[config.mk]
export PLATFORM = sky130hd
export DESIGN_NAME = mem_port_arbiter
export DESIGN_NICKNAME = d
export VERILOG_FILES = /design/src/rtl/mem_port_arbiter.sv
export SDC_FILE = /design/constraint.sdc
export NUM_CORES = 1
export LEC_CHECK = 0
export ABC_AREA = 1
export CORE_MARGIN = 2
export CORE_UTILIZATION = 33
export CTS_BUF_LIST = sky130_fd_sc_hd__clkbuf_4 sky130_fd_sc_hd__clkbuf_8
export DETAILED_ROUTE_END_ITERATION = 12
export GPL_ROUTABILITY_DRIVEN = 0
export MAX_ROUTING_LAYER = met4
export PLACE_DENSITY_LB_ADDON = 0.2
export SLEW_MARGIN = 20
export SYNTH_ARGS = -nofsm -noshare
export SYNTH_HDL_FRONTEND = slang
export SYNTH_SLANG_ARGS = --single-unit
[constraint.sdc]
create_clock -name i_clk -period 1.4 [get_ports i_clk]
set_input_delay 0.14 -clock i_clk [delete_from_list [all_inputs] [get_ports i_clk]]
set_output_delay 0.14 -clock i_clk [all_outputs]
set_load 0.03 [all_outputs]
[src/rtl/mem_port_arbiter.sv]
// rtl/mem_port_arbiter.sv - fetch/data arbiter in front of a single-port memory
module mem_port_arbiter #(
  parameter int LAT = 1,
  parameter int RR  = 1
) (
  input  logic        i_clk,
  input  logic        i_rst,
  input  logic        i_if_req,
  input  logic [31:0] i_if_addr,
  input  logic        i_if_flush,
  output logic        o_if_done,
  output logic [31:0] o_if_rdata,
  input  logic        i_d_req,
  input  logic        i_d_we,
  input  logic [2:0]  i_d_funct3,
  input  logic [31:0] i_d_addr,
  input  logic [31:0] i_d_wdata,
  output logic        o_d_done,
  output logic        o_d_err,
  output logic [31:0] o_d_rdata,
  output logic [31:0] o_sp_addr,
  output logic        o_sp_re,
  output logic        o_sp_we,
  output logic [2:0]  o_sp_funct3,
  output logic [31:0] o_sp_wdata,
  input  logic [31:0] i_sp_rdata,
  output logic        o_stall
);

  typedef enum logic [1:0] {IDLE, ACCESS, RESP} state_t;

  state_t      r_state;
  state_t      w_next;
  logic [1:0]  r_cnt;
  logic        r_is_d;
  logic        r_is_store;
  logic        r_last_d;
  logic        r_if_kill;
  logic        r_if_done;
  logic        w_if_req;
  logic        w_d_mis;
  logic        w_grant_d;
  logic        w_grant_if;
  logic        w_last;

  // A flush in the same cycle hides the fetch request from arbitration.
  assign w_if_req   = i_if_req & ~i_if_flush;
  assign w_d_mis    = ((i_d_funct3[1:0] == 2'b01) & i_d_addr[0]) |
                      ((i_d_funct3[1:0] == 2'b10) & (i_d_addr[1:0] != 2'b00));
  assign w_grant_d  = i_d_req & (~w_if_req | (RR == 0) | ~r_last_d);
  assign w_grant_if = w_if_req & ~w_grant_d;
  assign w_last     = (r_cnt == 2'd0);

  always_ff @(posedge i_clk) begin
    if (i_rst) r_state <= IDLE;
    else       r_state <= w_next;
  end

  always_comb begin
    w_next = r_state;
    case (r_state)
      IDLE: begin
        if (w_grant_d)       w_next = w_d_mis ? RESP : ACCESS;
        else if (w_grant_if) w_next = ACCESS;
      end
      ACCESS: if (w_last) w_next = RESP;
      RESP:   w_next = IDLE;
      default: w_next = IDLE;
    endcase
  end

  always_ff @(posedge i_clk) begin
    if (i_rst) begin
      r_cnt       <= 2'd0;
      r_is_d      <= 1'b0;
      r_is_store  <= 1'b0;
      r_last_d    <= 1'b1;
      r_if_kill   <= 1'b0;
      r_if_done   <= 1'b0;
      o_d_done    <= 1'b0;
      o_d_err     <= 1'b0;
      o_if_rdata  <= 32'd0;
      o_d_rdata   <= 32'd0;
      o_sp_addr   <= 32'd0;
      o_sp_re     <= 1'b0;
      o_sp_we     <= 1'b0;
      o_sp_funct3 <= 3'd0;
      o_sp_wdata  <= 32'd0;
    end else begin
      r_if_done <= 1'b0;
      o_d_done  <= 1'b0;
      o_d_err   <= 1'b0;
      case (r_state)
        IDLE: begin
          if (w_grant_d) begin
            r_is_d     <= 1'b1;
            r_last_d   <= 1'b1;
            r_is_store <= i_d_we;
            if (w_d_mis) begin
              o_d_done <= 1'b1;
              o_d_err  <= 1'b1;
            end else begin
              o_sp_addr   <= i_d_addr;
              o_sp_funct3 <= i_d_funct3;
              o_sp_wdata  <= i_d_wdata;
              o_sp_re     <= ~i_d_we;
              o_sp_we     <= i_d_we;
              r_cnt       <= 2'(LAT - 1);
            end
          end else if (w_grant_if) begin
            r_is_d      <= 1'b0;
            r_last_d    <= 1'b0;
            r_is_store  <= 1'b0;
            r_if_kill   <= 1'b0;
            o_sp_addr   <= i_if_addr & ~32'h3;
            o_sp_funct3 <= 3'b010;
            o_sp_re     <= 1'b1;
            o_sp_we     <= 1'b0;
            r_cnt       <= 2'(LAT - 1);
          end
        end
        ACCESS: begin
          o_sp_we <= 1'b0;
          if (!r_is_d && i_if_flush) r_if_kill <= 1'b1;
          if (!w_last) begin
            r_cnt <= r_cnt - 2'd1;
          end else begin
            o_sp_re <= 1'b0;
            if (r_is_d) begin
              if (!r_is_store) o_d_rdata <= i_sp_rdata;
              o_d_done <= 1'b1;
            end else if (!(r_if_kill || i_if_flush)) begin
              o_if_rdata <= i_sp_rdata;
              r_if_done  <= 1'b1;
            end
          end
        end
        RESP: r_if_kill <= 1'b0;
        default: ;
      endcase
    end
  end

  // A flush arriving in the response cycle still swallows the done pulse.
  assign o_if_done = r_if_done & ~i_if_flush;
  assign o_stall   = (i_if_req & ~o_if_done) | (i_d_req & ~o_d_done);

endmodule

==> results of run 1 <==
-- worst min-delay path: stages --
cell and delay [ns]:
clkdlybuf4s50_1 0.39, o21ai_1 0.12, nor2_1 0.04
-- layout make-up --
class / instances / area share (%)
antenna: 1 / 0.0264
multi-input combinational: 551 / 26.5
sequential: 144 / 30.5
inverter: 34 / 1.55
timing repair buffer: 331 / 34.7
clock inverter: 12 / 0.911
clock buffer: 20 / 2.84
tap: 220 / 2.91
-- metrics by stage --
stage,utilization (%),hold slack (ns),area (um^2)
4_1_cts,55.3,0.259,9170
6_report,57.1,0.288,9470
3_3_place_gp,53.2,0.460,8820
5_1_grt,57.1,0.284,9470
2_1_floorplan,-,0.288,5610
3_5_place_dp,53.2,0.468,8820
-- cell usage in the layout, fill, tap and decap left out, types with 3 or more instances in the layout --
master,n
buf_6,6
clkbuf_16,4
clkdlybuf4s15_1,18
nand3_1,8
nand4_1,6
buf_4,36
clkbuf_2,10
clkbuf_8,19
clkinvlp_4,3
inv_6,3
nor2_4,10
inv_1,23
nor2_2,24
nand2_1,103
dfxtp_2,4
o21ai_0,60
nand2_4,3
clkinv_4,3
dfxtp_1,140
a21oi_1,7
nand2_2,7
o21ai_1,65
inv_2,6
o21ai_2,9
clkinv_2,5
nor2_1,244
clkdlybuf4s50_1,133
dlygate4sd2_1,108
buf_12,14
-- worst max path at each step --
stage,startpoint,endpoint,slack [ns]
after floorplan,r_state[0],o_sp_addr[10],0.13
after global placement,i_if_req,o_sp_addr[26],-0.22
after detailed placement,i_if_req,o_sp_addr[3],-0.26
after CTS,r_cnt[0],o_d_rdata[12],-0.04
after global routing,r_cnt[1],o_if_rdata[0],-0.1
final,r_cnt[0],o_if_rdata[29],-0.06
-- per-layer routing --
layer	up-vias	part of all wire (%)	global-route usage (%)
li1	3064	-	-
met1	2638	43	22.0
met2	185	48	32.7
met3	37	6.2	4.80
met4	0	2.9	8.65
met5	-	0	-
-- what timing repair did --
action | 4_1_cts | 5_1_grt
pin swaps | 3 | 20
hold buffers | 0 | 0
gates cloned | 3 | 6
endpoints found under the setup margin | 168 | 114
endpoints found under the hold margin | 0 | 0
setup buffers | 7 | 3
resized for setup | 155 | 126
-- cell usage after synthesis (6+ instances only) --
master      n  area (um^2)
nand4_1     6         37.5
nand2_1   106          398
inv_2       8         30.0
buf_6       6         67.6
buf_2      12         60.1
inv_1      25         93.8
dfxtp_1   144         2880
nand3_1     8         40.0
buf_4       8         60.1
clkbuf_1   20         75.1
nor2_1    275         1030
o21ai_1    39          195
a21oi_1     7         35.0
o21ai_0    95          475
-- power by group --
group          total, mW  internal [mW]  leakage, nW  switching, mW
registers           4.62           4.45         1.18          0.176
clock network       2.96           1.34        0.179           1.62
logic               2.99           1.27         3.05           1.72
total               10.6           7.06         4.41           3.51
-- sequential cells by signal, indices dropped and copies added (netlist names), 2 cells and up --
name,count
o_sp_wdata,32
o_sp_funct3,3
r_state,2
o_sp_addr,32
o_d_rdata,32
o_if_rdata,32
r_cnt,2
-- logic make-up (layout without fill, tap and decap cells) --
group | after synthesis | count (layout) | share of synthesized area, %
adders and majority gates | 1 | 1 | 0.223
other | 0 | 1 | 0
and+or+nand+nor | 407 | 407 | 28.5
AOI/OAI and AO/OA | 143 | 143 | 12.8
DFF | 144 | 144 | 51.4
buffers and inverters | 81 | 397 | 7.09
==> metrics.csv, run 1 <==
metric;value;unit
cap_violations;0;
drv_slew;0;
overflow;0;
numPortBuffers;271;
syn-instance-count;776;
preCtsSetupSlack;-0.262;ns
dp_hpwl;12.1;mm
synth-edff-count;0;
nFillCells;1618;
vias;5924;
postRouteAntennaNets;0;
multi_input_area;2510;um^2
startpoint_type;flop;
cts_made_buffers;17;
final_hold_viol_count;0;
drtIter0Drc;252;
clk_pin_slew;0.08;ns
yosysSeqAreaShare;51.4;%
h-tree-depth;4;
die-width;134;um
cp_common_cell;buf_6;
max_slew.worst_pin.slew;0.372;ns
drive_gt1_share;15.9;%
crit_slowest_cell;dfxtp_2;
initial_core_util;33.8;%
synth_cell_types;25;
r2r_cells;9;
vias_per_cell;4.51;
clock_latency;0.44;ns
finalSetupViolations;32;
min_to;o_sp_wdata[18];
fp.dieH;134;um
min_period;1.46;ns
avgSynthCellArea;7.23;um^2
slew_headroom;75.3;%
setup_slack;-0.0569;ns
area_growth;68.7;%
final_cells;1313;
criticalPathCategory;flop to flop;
io_pins;274;
clock_skew;0.0116;ns
drc;0;
nNetsFinal;1217;
p_total;10.6;mW
r2r-end;o_if_rdata[29];
wire_per_inst;13.9;um
rows;47;
hp-start;i_d_wdata[18];
cp.required;1.73;ns
dp.cells;1262;
worst-path-stages;9;
syn_area;5610;um^2
ys_async_sr_fraction;0;%
regArea;2890;um^2
r2r-start;r_cnt[0];
cts_tree;built;
cp_max_fo;8;
root_buffer;clkbuf_8;
grt_pass1_vias;5489;
fin_crit_sh;104;%
timing.fmax;686;MHz
drt_wl_total;18.2;mm
cts_buffer_depth;2;
crit_path_end_kind;flop;
yosys_warnings;0;
dr.pass1.iters;4;
core_region_area;16600;um^2
crit_chain;inv_2, ha_4, buf_6, nand4_1, buf_6, inv_8, clkbuf_16, nor2_4, nor2_1;
grt.total_usage;19.5;%
critPathArrivalTime;1.79;ns
setup_tns;-0.899;ns
rrSetupSlack;-0.06;ns
ys.flop_type;dfxtp_1;
hold_path.class;primary input to flop;
grt_max_degree;50;
cp_num_buf_inv;5;
cellLeakagePower;4.41;nW
grt_pass1_wl;27.1;mm
synth_seq_cells;144;
antenna_found_initial;1;
rsz0062_at_grt;true;
violations;negative setup slack;
cp_top_family;buffers and inverters;
outcome;finished, violations left;
cp_slowest_stage_delay;0.34;ns
peakVddDrop;0.514;mV
syn_nets;914;
holdPathStages;3;
power.density;1120;nW/um^2
fp.dieArea;18100;um^2
cts_sinks;144;
(Power assumes the default switching activity.)
==> inputs of run 2 (changes only) <==
Settings changed: CORE_MARGIN 2 to default, CTS_CLUSTER_SIZE from default to 30, SLEW_MARGIN 20 to 10.
==> metrics.csv, run 2 (synthesis gave the netlist of run 1 again) <==
metric;value;unit
outcome;finished clean;
h-tree-depth;4;
cts_buffer_depth;2;
cts_hold_buf;0;
power.density;1210;nW/um^2
finalSetupViolations;0;
rrSetupSlack;0.04;ns
drc;0;
peakVddDrop;0.614;mV
fp.dieArea;17500;um^2
layout_common_cells;nor2_1 (269), dfxtp_1 (140), clkdlybuf4s50_1 (133);
grt_max_degree;48;
area_growth;68.6;%
clock_skew;0.00912;ns
overflow;0;
fp.dieH;132;um
min_period;1.36;ns
grt.total_usage;19.4;%
hold_path.class;primary input to flop;
clock_latency;0.44;ns
r2r-start;r_cnt[1];
drv_slew;0;
clk_pin_slew;0.08;ns
root_buffer;clkbuf_8;
cellLeakagePower;4.41;nW
p_total;11.4;mW
multi_input_area;2410;um^2
r2r_cells;8;
rows;47;
timing.fmax;734;MHz
core_region_area;16600;um^2
slew_headroom;76.1;%
antenna_found_initial;1;
drt_wl_total;17.4;mm
crit_start;r_cnt[1];
gr-max-usage-layer;met2;
wire_per_inst;13.3;um
cp_max_fo;18;
postRouteAntennaNets;0;
final_hold_viol_count;0;
met3_usage;4.14;%
dp_hpwl;11.9;mm
dr.pass1.iters;4;
cp.required;1.73;ns
drtIter0Drc;248;
crit_path_end_kind;flop;
rsz0062_at_grt;true;
critPathArrivalTime;1.69;ns
whs;0.295;ns
grt_pass1_vias;5341;
vias;5855;
nNetsFinal;1210;
use_met1;22.9;%
regArea;2890;um^2
numPortBuffers;271;
preCtsSetupSlack;-0.282;ns
initial_core_util;33.8;%
drive_gt1_share;11.5;%
startpoint_type;flop;
cap_violations;0;
layout_commonest_cell;nor2_1;
fin_crit_sh;97.3;%
grt_pass1_wl;26.4;mm
cts_sinks;144;
grt_use_met2;32.1;%
nFillCells;1641;
die-width;132;um
max_slew.worst_pin.slew;0.360;ns
cts_made_buffers;17;
io_pins;274;
r2r-end;o_d_rdata[26];
cts_tree;built;
vias_per_cell;4.49;
crit_end;o_d_rdata[26];
setup_slack;0.0380;ns
criticalPathCategory;flop to flop;
## run 2: metrics by stage
stage | util (%) | instances | area [um^2] | setup TNS [ns]
floorplan | - | 776 | 5610 | 0
global placement | 53.4 | 1265 | 8850 | -19.67
detailed placement | 53.4 | 1265 | 8850 | -22.67
CTS | 55.4 | 1296 | 9180 | 0
global route | 57.1 | 1305 | 9470 | -0.256
finish | 57.1 | 1305 | 9470 | 0
## run 2: power by group
group | switching [mW] | internal, mW
clock | 1.60 | 2.28
sequential | 0.167 | 4.45
combinational | 1.69 | 1.25
total | 3.45 | 7.98
## run 2: critical path, cell delays in order, from the launching register on
cell and delay [ns]:
dfxtp_1 0.33, inv_2 0.07, ha_4 0.16, nand2_4 0.06, nor2_4 0.15, nand2_4 0.12
buf_12 0.17, o21ai_0 0.14, nor2_1 0.05
## run 2: how the worst min path moves through the flow
stage / endpoint / from / slack [ns] / cells after the start
final: o_sp_wdata[18] / i_d_wdata[18] / 0.29 / 3
after detailed placement: o_d_rdata[30] / o_d_rdata[30] / 0.47 / 2
after CTS: o_sp_wdata[12] / i_d_wdata[12] / 0.26 / 3
after global placement: o_d_rdata[30] / o_d_rdata[30] / 0.46 / 2
after floorplan: o_sp_wdata[21] / i_d_wdata[21] / 0.29 / 2
after global routing: o_sp_wdata[9] / i_d_wdata[9] / 0.27 / 3
## run 2: final cells by class
class | instances | area share, %
tap | 220 | 2.91
timing repair buffer | 324 | 34.5
multi-input combinational | 551 | 25.5
antenna | 1 | 0.0264
clock inverter | 11 | 2.13
clock buffer | 20 | 2.91
inverter | 34 | 1.52
sequential | 144 | 30.5
## run 2: per-layer routing
| metal | up-vias | routed length, um |
|---|---|---|
| met2 | 179 | 8530 |
| met1 | 2615 | 7560 |
| met4 | 0 | 373 |
| li1 | 3042 | - |
| met5 | - | 0 |
| met3 | 19 | 891 |
## run 2: repair_timing
item,CTS,global route
buffers inserted,0,1
pin swaps,0,6
setup endpoints to repair,168,141
gates cloned,0,7
resized for setup,142,81
